[config.mk]
export PLATFORM = sky130hd
export DESIGN_NAME = edge_generator_flat
export DESIGN_NICKNAME = d
export VERILOG_FILES = /design/src/rtl/edge_generator_if.sv /design/src/rtl/edge_generator.sv /design/src/flat_wrapper.sv
export SDC_FILE = /design/constraint.sdc
export NUM_CORES = 1
export LEC_CHECK = 0
export ABC_AREA = 1
export CAP_MARGIN = 20
export CORE_AREA = 3 3 40 42
export DETAILED_ROUTE_END_ITERATION = 16
export DIE_AREA = 0 0 43 45
export GPL_ROUTABILITY_DRIVEN = 0
export PLACE_DENSITY = 0.58
export SKIP_CTS_REPAIR_TIMING = 1
export SLEW_MARGIN = 20
export SYNTH_ARGS = -nofsm -noshare
export SYNTH_HDL_FRONTEND = slang
export SYNTH_SLANG_ARGS = --single-unit
export TNS_END_PERCENT = 30
[constraint.sdc]
create_clock -name clk -period 1.31 [get_ports clk]
set_clock_uncertainty 0.1 [all_clocks]
set_input_delay 0.393 -clock clk [delete_from_list [all_inputs] [get_ports clk]]
set_output_delay 0.393 -clock clk [all_outputs]
set_load 0.05 [all_outputs]
[src/rtl/edge_generator_if.sv]
// Request/level bundle for edge_generator: the requester drives rise/fall pulses,
// the generator returns the level plus busy and drop status, one bit per lane.
`timescale 1ns/1ps
interface edge_generator_if #(
  parameter int WIDTH = 1
);
  logic [WIDTH-1:0] pos_req;
  logic [WIDTH-1:0] neg_req;
  logic [WIDTH-1:0] signal;
  logic [WIDTH-1:0] busy;
  logic [WIDTH-1:0] drop;

  modport master (
    output pos_req,
    output neg_req,
    input  signal,
    input  busy,
    input  drop
  );

  modport slave (
    input  pos_req,
    input  neg_req,
    output signal,
    output busy,
    output drop
  );
endinterface

[src/rtl/edge_generator.sv]
// Per-lane request-driven level generator: each accepted rise/fall request toggles a
// registered level, which then holds for MIN_HOLD cycles with room for one queued request.
`timescale 1ns/1ps
module edge_generator #(
  parameter int WIDTH      = 1,
  parameter int MIN_HOLD   = 4,
  parameter bit INIT_LEVEL = 1'b0
) (
  input logic             clk,
  input logic             rst,
  edge_generator_if.slave bus
);

  localparam int CW = (MIN_HOLD > 1) ? $clog2(MIN_HOLD) : 1;
  localparam logic [CW-1:0] HOLD_LOAD = CW'(MIN_HOLD - 1);

  logic [WIDTH-1:0] sig_q, sig_d;
  logic [WIDTH-1:0] pend_vld_q, pend_vld_d;
  logic [WIDTH-1:0] pend_lvl_q, pend_lvl_d;
  logic [WIDTH-1:0] drop_q, drop_d;
  logic [WIDTH-1:0] busy_c;
  logic [WIDTH-1:0] req_vld, req_lvl, conflict;
  logic [CW-1:0]    cnt_q [WIDTH];
  logic [CW-1:0]    cnt_d [WIDTH];

  assign req_vld  = bus.pos_req ^ bus.neg_req;
  assign req_lvl  = bus.pos_req;
  assign conflict = bus.pos_req & bus.neg_req;

  // With the hold expired a fresh request beats the queued one; during the hold
  // the newest request simply replaces whatever is queued.
  always_comb begin
    sig_d      = sig_q;
    pend_vld_d = pend_vld_q;
    pend_lvl_d = pend_lvl_q;
    drop_d     = conflict;
    busy_c     = '0;
    for (int i = 0; i < WIDTH; i++) begin
      cnt_d[i]  = cnt_q[i];
      busy_c[i] = (cnt_q[i] != '0) | pend_vld_q[i];
      if (cnt_q[i] == '0) begin
        pend_vld_d[i] = 1'b0;
        if (req_vld[i] && pend_vld_q[i] && (pend_lvl_q[i] != req_lvl[i]))
          drop_d[i] = 1'b1;
        if ((req_vld[i] && (req_lvl[i] != sig_q[i])) ||
            (!req_vld[i] && pend_vld_q[i] && (pend_lvl_q[i] != sig_q[i]))) begin
          sig_d[i] = ~sig_q[i];
          cnt_d[i] = HOLD_LOAD;
        end
      end else begin
        cnt_d[i] = cnt_q[i] - CW'(1);
        if (req_vld[i]) begin
          pend_vld_d[i] = 1'b1;
          pend_lvl_d[i] = req_lvl[i];
          if (pend_vld_q[i] && (pend_lvl_q[i] != req_lvl[i]))
            drop_d[i] = 1'b1;
        end
      end
    end
  end

  always_ff @(posedge clk or posedge rst) begin
    if (rst) begin
      sig_q      <= {WIDTH{INIT_LEVEL}};
      pend_vld_q <= '0;
      pend_lvl_q <= '0;
      drop_q     <= '0;
      for (int i = 0; i < WIDTH; i++) cnt_q[i] <= '0;
    end else begin
      sig_q      <= sig_d;
      pend_vld_q <= pend_vld_d;
      pend_lvl_q <= pend_lvl_d;
      drop_q     <= drop_d;
      for (int i = 0; i < WIDTH; i++) cnt_q[i] <= cnt_d[i];
    end
  end

  assign bus.signal = sig_q;
  assign bus.busy   = busy_c;
  assign bus.drop   = drop_q;

endmodule

[src/flat_wrapper.sv]
// flat-port wrapper written by rule: the top's interface ports become plain ports
module edge_generator_flat 
#(
  parameter int WIDTH      = 1,
  parameter int MIN_HOLD   = 4,
  parameter bit INIT_LEVEL = 1'b0
)
  (clk, rst, bus_pos_req, bus_neg_req, bus_signal, bus_busy, bus_drop);
  edge_generator_if #(.WIDTH(WIDTH)) bus_i ();
  input logic clk;
  input logic rst;
  input wire logic [$bits(bus_i.pos_req)-1:0] bus_pos_req;
  input wire logic [$bits(bus_i.neg_req)-1:0] bus_neg_req;
  output wire logic [$bits(bus_i.signal)-1:0] bus_signal;
  output wire logic [$bits(bus_i.busy)-1:0] bus_busy;
  output wire logic [$bits(bus_i.drop)-1:0] bus_drop;
  assign bus_i.pos_req = bus_pos_req;
  assign bus_i.neg_req = bus_neg_req;
  assign bus_signal = bus_i.signal;
  assign bus_busy = bus_i.busy;
  assign bus_drop = bus_i.drop;
  edge_generator #(.WIDTH(WIDTH), .MIN_HOLD(MIN_HOLD), .INIT_LEVEL(INIT_LEVEL)) u_core (.clk(clk), .rst(rst), .bus(bus_i));
endmodule
==> results of run 1 <==
-- flip-flops by register name (all words and copies together) (netlist names) --
| name | flops |
|---|---|
| u_core.pend_vld_q | 1 |
| u_core.pend_lvl_q | 1 |
| u_core.cnt_q | 2 |
| u_core.bus.signal | 1 |
| u_core.bus.drop | 1 |
-- routing by layer --
| metal | part of all wire [%] | up-vias | wire length [microns] | track usage (%) |
|---|---|---|---|---|
| met4 | 0 | 0 | 0 | 3.614 |
| met2 | 43 | 14 | 294 | 10.48 |
| met3 | 12 | 0 | 83 | 5.976 |
| met1 | 44 | 139 | 302 | 9.535 |
| met5 | 0 | - | 0 | 0 |
| li1 | - | 163 | - | - |
-- metrics by stage --
| step | cells | hold WS, ps |
|---|---|---|
| after floorplan | 45 | 83.89 |
| after global placement | 68 | 365.6 |
| after detailed placement | 68 | 370.4 |
| after CTS | 72 | 274.3 |
| after global routing | 72 | 293.4 |
| final | 72 | 266.5 |
-- cell usage in the layout, fill, tap and decap left out --
master	count
sky130_fd_sc_hd__nand2_1	14
sky130_fd_sc_hd__inv_1	6
sky130_fd_sc_hd__dfrtp_1	5
sky130_fd_sc_hd__inv_2	3
sky130_fd_sc_hd__clkbuf_4	3
sky130_fd_sc_hd__buf_12	3
sky130_fd_sc_hd__buf_4	3
sky130_fd_sc_hd__nand3_2	2
sky130_fd_sc_hd__nand3_1	2
sky130_fd_sc_hd__a21oi_1	2
sky130_fd_sc_hd__ha_4	2
sky130_fd_sc_hd__dlymetal6s2s_1	2
sky130_fd_sc_hd__nor2_1	1
sky130_fd_sc_hd__o21ai_1	1
sky130_fd_sc_hd__nor2_2	1
sky130_fd_sc_hd__nand2_2	1
sky130_fd_sc_hd__nand4_1	1
sky130_fd_sc_hd__nand2_4	1
sky130_fd_sc_hd__a31o_2	1
sky130_fd_sc_hd__clkbuf_1	1
sky130_fd_sc_hd__clkdlybuf4s50_1	1
sky130_fd_sc_hd__dfrtp_2	1
-- area by class of cell --
cell class,instances,share of cell area (%)
Multi-Input combinational cell,29,35.35
Tap cell,15,3.488
Clock buffer,4,4.884
Inverter,9,6.279
Sequential cell,6,28.14
Timing Repair Buffer,9,21.86
-- path summary, 6_finish.rpt --
| check | end | cells after the start | from |
|---|---|---|---|
| max | bus_busy | 4 | u_core.cnt_q[0] |
| min | u_core.pend_vld_q | 2 | rst |
| max reg2reg | u_core.pend_lvl_q | 6 | u_core.cnt_q[0] |
| min reg2reg | u_core.cnt_q[0] | 2 | u_core.cnt_q[0] |
| max in group asynchronous | u_core.bus.signal | 2 | rst |
| min in group clk | u_core.cnt_q[0] | 2 | u_core.cnt_q[0] |
-- logic make-up after synthesis --
group | count (synthesis)
AOI/OAI and AO/OA | 4
buffers and inverters | 10
and+or+nand+nor | 23
adders and majority gates | 2
DFF | 6
-- power breakdown --
part / total, mW / internal, mW / switching, mW
Combinational: 0.791 / 0.355 / 0.436
Sequential: 0.353 / 0.280 / 0.0733
Clock: 0.190 / 0.116 / 0.0737
Total: 1.33 / 0.751 / 0.583
==> impl_summary.md, run 1 <==
Worst setup path
The worst path buffer plus inverter count is 2. The type of element launching the critical path is a flop. At the worst endpoint, the arrival time is 1050 ps. STA puts the critical path data required time at 820 ps. STA classifies the critical path endpoint as an output pin. The cell with the largest stage delay on the worst path is sky130_fd_sc_hd__dfrtp_1. Traced cell by cell, the critical path runs through inv_2 > ha_4 > nand2_4 > buf_12. The highest fanout seen on the critical path is 2. Setup slack on the worst reg-to-reg path comes out at 120 ps. In this design, the largest share of critical-path delay is due to flip-flops. The startpoint-to-endpoint class of the critical path is flop to output pin. The delay of the slowest cell on the worst path is 380 ps.

Worst hold path
The worst hold path belongs to the class input port to async pin.

STA
The remaining max-slew budget at the tightest pin is 83.88%. The total count of max-transition violations in the final report is 0. For this run, the top clock speed supported by timing is 649.7 MHz. For the pin with the worst max-slew slack, the measured transition is 241.5 ps. For the final routed database, the setup TNS stands at -264.8 ps. Setup repair after global routing could not meet its margin everywhere. The final setup violation count is 2.

Setup slack on the critical path of the routed design comes to -229.1 ps. The final period demand of the worst path is 1539 ps. The number of endpoints with negative hold slack in the final report came to 0. The final worst-path cycle share is 117.5%.

Logic synthesis
The cell count after synthesis is 45. The synthesized netlist contains 14 unique library cells. The post-synthesis sequential area ratio is 42.86%. By area the synthesized netlist is led by sky130_fd_sc_hd__dfrtp_1 (43%), sky130_fd_sc_hd__nand2_1 (16%), sky130_fd_sc_hd__inv_1 (8.6%).

Counting flops and latches in the post-synthesis netlist gives 6. The synthesized netlist devotes 7.143% of its cell area to adder and majority cells. The synthesized netlist devotes 0% of its cell area to XOR and XNOR gates. Yosys printed 0 warnings. The synthesized net count is 51. The combinational family with the most area after synthesis is simple AND/OR/NAND/NOR gates. In the synthesized netlist the dominant register cell turns out to be sky130_fd_sc_hd__dfrtp_1. The mux share of post-synthesis cell area is 0%. The average instance in the mapped netlist occupies 7.785 sq um. The library cell with the highest instance count after synthesis is sky130_fd_sc_hd__nand2_1. Counting flops with a built-in enable in the synthesized netlist gives 0. The top cell type by total area after synthesis is sky130_fd_sc_hd__dfrtp_1. The proportion of synthesized flip-flops having asynchronous set or reset is 100.0%. The synthesized netlist devotes 6.786% of its cell area to compound gates. The cell area that synthesis handed to floorplanning was 350.3 sq um.

The share of the synthesized area in the top cell type is 42.86%. The commonest cells after synthesis are sky130_fd_sc_hd__nand2_1 (15), sky130_fd_sc_hd__inv_1 (8), sky130_fd_sc_hd__dfrtp_1 (6). The synthesized netlist devotes 30.36% of its cell area to simple gates.

Global route
The wire length of the first global-routing pass is 1076 microns. Entering global routing, the biggest net connects 8 pins. For this run, the total global-route usage over all layers was measured as 7.950%.

The via count of the first global-routing pass is 255. The initial antenna violation count is 0. The overall overflow remaining after global route is 0.

Floorplanning
The number of primary I/O pins is 7. The die span in x is 43 microns. The starting utilization of the core area is 27.26%. The core region is 1285 sq um. From bottom edge to top edge, the die measures 45 microns.

The total die area is 1935 sq um. After floorplanning, the core was divided into 13 placement rows.

Finish
The area of the multi-input gates is 190.2 sq um. After routing the design area is 538.0 sq um. The final core area utilization is 41.87%.

The final-layout fill cell count is 126. The number of antenna cells inserted is 0. From synthesis to final layout, the design area changed by 53.57%. The final layout contains 64 nets. The sequential cell area is 151.4 sq um. The share of post-route cells with drive strength above 1 is 36.84%.

Power and ir drop
The overall power after layout is 1.333 mW. The analysis attributes to cell leakage a power of 0.2904 nW. IR analysis of the VDD net gives a maximum drop of 1.173 mV.

Power spread over the standard cell area amounts to 2479 nW/um^2.

Outcome
The run finished, with violations left. The checks that failed: setup timing.

Route
Summing over every cut layer, the via total after detailed routing is 316. After detailed routing, the number of remaining DRC violations is 0. The total routed wirelength is 679 microns.

The number of iterations in the first detailed-routing pass is 4. Dividing the detail-routed wire length by the instance count gives 9.431 microns. The detailed router's first-iteration violation count is 4. In the routed layout, each cell is associated on average with a via count of 4.389. The number of nets with antenna violations after routing is 0.

CTS
The number of clock buffers inserted by TritonCTS is 3. The source-to-sink clock delay at the later pin of the worst-skew pair is 250 ps. The clock tree from TritonCTS is yes.

The deepest level of the CTS H-tree is 1. The TritonCTS sink count is 6. In this run the clock root is driven by a sky130_fd_sc_hd__clkbuf_4. In this run the deepest clock path goes through 2 buffers. The clock transition at the registers of the reported paths is 50 ps.

Placed design
Before CTS, the worst setup slack after placement is -461.9 ps. Summed over all nets, the half-perimeter wirelength after detailed placement is 493.4 microns. The cell area after placement is 491.7 sq um. The count of port buffers added during placement is 6.

Flow run
The reported max-cap violation count is 0.
Power figures use the tool's default switching activity.
==> run 2, diff against run 1 <==
Settings changed: RECOVER_POWER from default to 50.
==> run 2 against run 1 <==
  * The flow still finishes with violations (setup timing)
  * Register-to-register slack about the same
  * Total power is essentially flat
  * Clock power about the same
  * Cell count is the same
  * Utilization unchanged
  * Global-route usage unchanged
  * Maximum frequency unchanged
==> impl_summary.md, run 2 (same netlist as run 1, synthesis figures left out) <==
Outcome
The run finished, with violations left. The final reports fail on setup timing.

Worst setup path
The slowest stage of the critical path is the sky130_fd_sc_hd__dfrtp_1 cell. The critical path capture point type is an output pin. For the worst flop-to-flop path, the logic depth is 6. The critical path data arrival time is 1050 ps. The highest fanout seen on the critical path is 2. The type of element launching the critical path is a flop. The startpoint-to-endpoint class of the critical path is flop to output pin. The critical path required time is 820 ps.

The worst setup slack for register-to-register paths is 120 ps. Tracing the worst setup path back leads to its startpoint at u_core.cnt_q[0]. The startpoint of the lowest-slack register-to-register path is u_core.cnt_q[0]. The signal on the critical path passes through inv_2 > ha_4 > nand2_4 > buf_12. The destination of the worst register-to-register timing path is u_core.pend_lvl_q. For this run, the slowest stage of the critical path takes 380 ps.

Placed design
The post-placement worst setup slack is -461.9 ps. During placement, the flow inserted port buffers numbering 6. Once detailed placement completed, the half-perimeter wirelength came to 493.4 microns.

STA
Of the available clock period, the critical path in the final layout requires 117.5%. The total count of max-transition violations in the final report is 0. The worst hold slack across all endpoints is 394.8 ps.

Derived from the worst setup path, the maximum achievable clock frequency is 649.7 MHz. The total negative slack is -264.8 ps. The remaining max-slew budget at the tightest pin is 83.88%. The transition time of the tightest slew-check pin is 241.5 ps. The least setup slack across all paths after layout is -229.1 ps. Setup violations remaining at the end of the flow were counted as 2.

The number of endpoints with negative hold slack in the final report is 0. Setup repair after global routing could not meet its margin everywhere. The final period demand of the worst path is 1539 ps.

Power and ir drop
Dividing total power by cell area gives a power density of 2477 nW/um^2. The cell internal power dissipation is 750.4 uW. In this run, the combinational gates consume 59.3% of the power. The overall power after layout is 1.333 mW. The sequential power share is 26.5%.

The worst ir drop on vdd is 1.173 mV. The cell leakage power is 0.2907 nW. The clock network is responsible for 14.2% of the overall power. The total net switching power is 582.5 uW. The share of total power consumed by net switching is 43.71%.

Floorplanning
Pin placement for this block handled 7 I/O pins. The floorplan has 13 rows. The placeable core region is 1285 sq um. The starting utilization of the core area is 27.26%. In this run the horizontal extent of the chip is 43 microns.

The die extent in y is 45 microns. The total die area is 1935 sq um.

Route
The number of vias in the routed layout is 316. The vias per cell is 4.389. Once detail routing completed, the nets flagged for antenna violations numbered 0. The total routed wirelength is 679 microns.

The average detailed-routed wire length per instance is 9.431 microns. The first TritonRoute pass finished after 4 iterations. For this run, design rule violations remaining after detail routing come to 0. The detailed router's first-iteration violation count is 4.

CTS
The deepest level of the CTS H-tree is 1. The clock transition at the registers of the reported paths is 50 ps. The TritonCTS sink count is 6.

TritonCTS built the clock tree. The number of clock buffers inserted by TritonCTS is 3. Clock latency on the worst-skew pair, taken at its later pin, is 250 ps. The tree is rooted in a sky130_fd_sc_hd__clkbuf_4. The number of buffers on the longest clock path is 2.

Finish
After the last flow step, the layout net total stands at 64. Leaving out fill and tap cells, the most frequent cells in the layout are sky130_fd_sc_hd__nand2_1 (14), sky130_fd_sc_hd__inv_1 (6), sky130_fd_sc_hd__dfrtp_1 (5). The most frequent standard cell in the layout excluding fill and tap cells is sky130_fd_sc_hd__nand2_1.

The register with the most flip-flops is u_core.cnt_q. Compared with the post-synthesis result, the final layout area differs by 53.57%. The number of antenna cells inserted is 0. The flip-flop count of the largest register, all copies and words added is 2. The share of post-route cells with drive strength above 1 is 36.84%.

Cells fill 41.87% of the core in the end.

Worst hold path
The startpoint identified for the worst hold timing path is u_core.cnt_q[0]. The min-delay analysis places its worst path in the category flop to flop. Along the worst hold path, the cell count comes to 2. The worst hold path terminates at u_core.cnt_q[0].

Global route
The via count of the first global-routing pass was 255. The overall overflow remaining after global route is 0. Entering global routing, the biggest net connects 8 pins. The total routing resource utilization after global routing is 7.950%.

The initial antenna violation count came to 0. The wire length of the first global-routing pass is 1076 microns.

Flow run
The reported max-cap violation count is 0.
run 2: worst max-delay path by stage:
stage                                    to  slack (ps)  cells past startpoint
final                              bus_busy        -230                      4
after global routing               bus_busy        -280                      4
after CTS                          bus_busy        -310                      4
after detailed placement  u_core.bus.signal        -460                      8
after global placement    u_core.bus.signal        -470                      8
after floorplan                    bus_busy         -10                      4
run 2: routing by layer:
metal | up-vias | share of wire, % | GRT usage, %
li1 | 163 | - | -
met3 | 0 | 12 | 5.976
met5 | - | 0 | 0
met1 | 139 | 44 | 9.535
met4 | 0 | 0 | 3.614
met2 | 14 | 43 | 10.48
run 2: power by group through the flow:
stage	clock [mW]	sequential, mW	combinational (mW)
6_report	0.190	0.353	0.790
5_1_grt	0.208	0.365	0.876
4_1_cts	0.201	0.346	0.749
3_5_place_dp	0	0.349	0.746
3_3_place_gp	0	0.349	0.735
2_1_floorplan	0	0.410	0.423
run 2: worst max-delay path, delay by kind of cell (launching register included):
kind,cells,cell delay [ps]
buffers and inverters,2,230
adders and majority gates,1,140
and+or+nand+nor,1,50
DFF,1,380
run 2: area by class of cell:
type                    count  area, sq um
fillers                   126        747.0
clock buffers               4        26.28
repair buffers              9        117.6
multi-input cells          29        190.2
flip-flops and latches      6        151.4
well taps                  15        18.77
inverters                   9        33.78
run 2: per-stage QoR:
stage / cell area, sq um / instances
finish: 538.0 / 72
detailed placement: 491.7 / 68
floorplan: 371.6 / 45
global placement: 491.7 / 68
global route: 538.0 / 72
CTS: 518.0 / 72
==> run 3, diff against run 2 <==
Settings changed: GPL_ROUTABILITY_DRIVEN 0 to default.
==> results of run 3 <==
The final DEF is identical to that of run 2; final timing and power are the same.
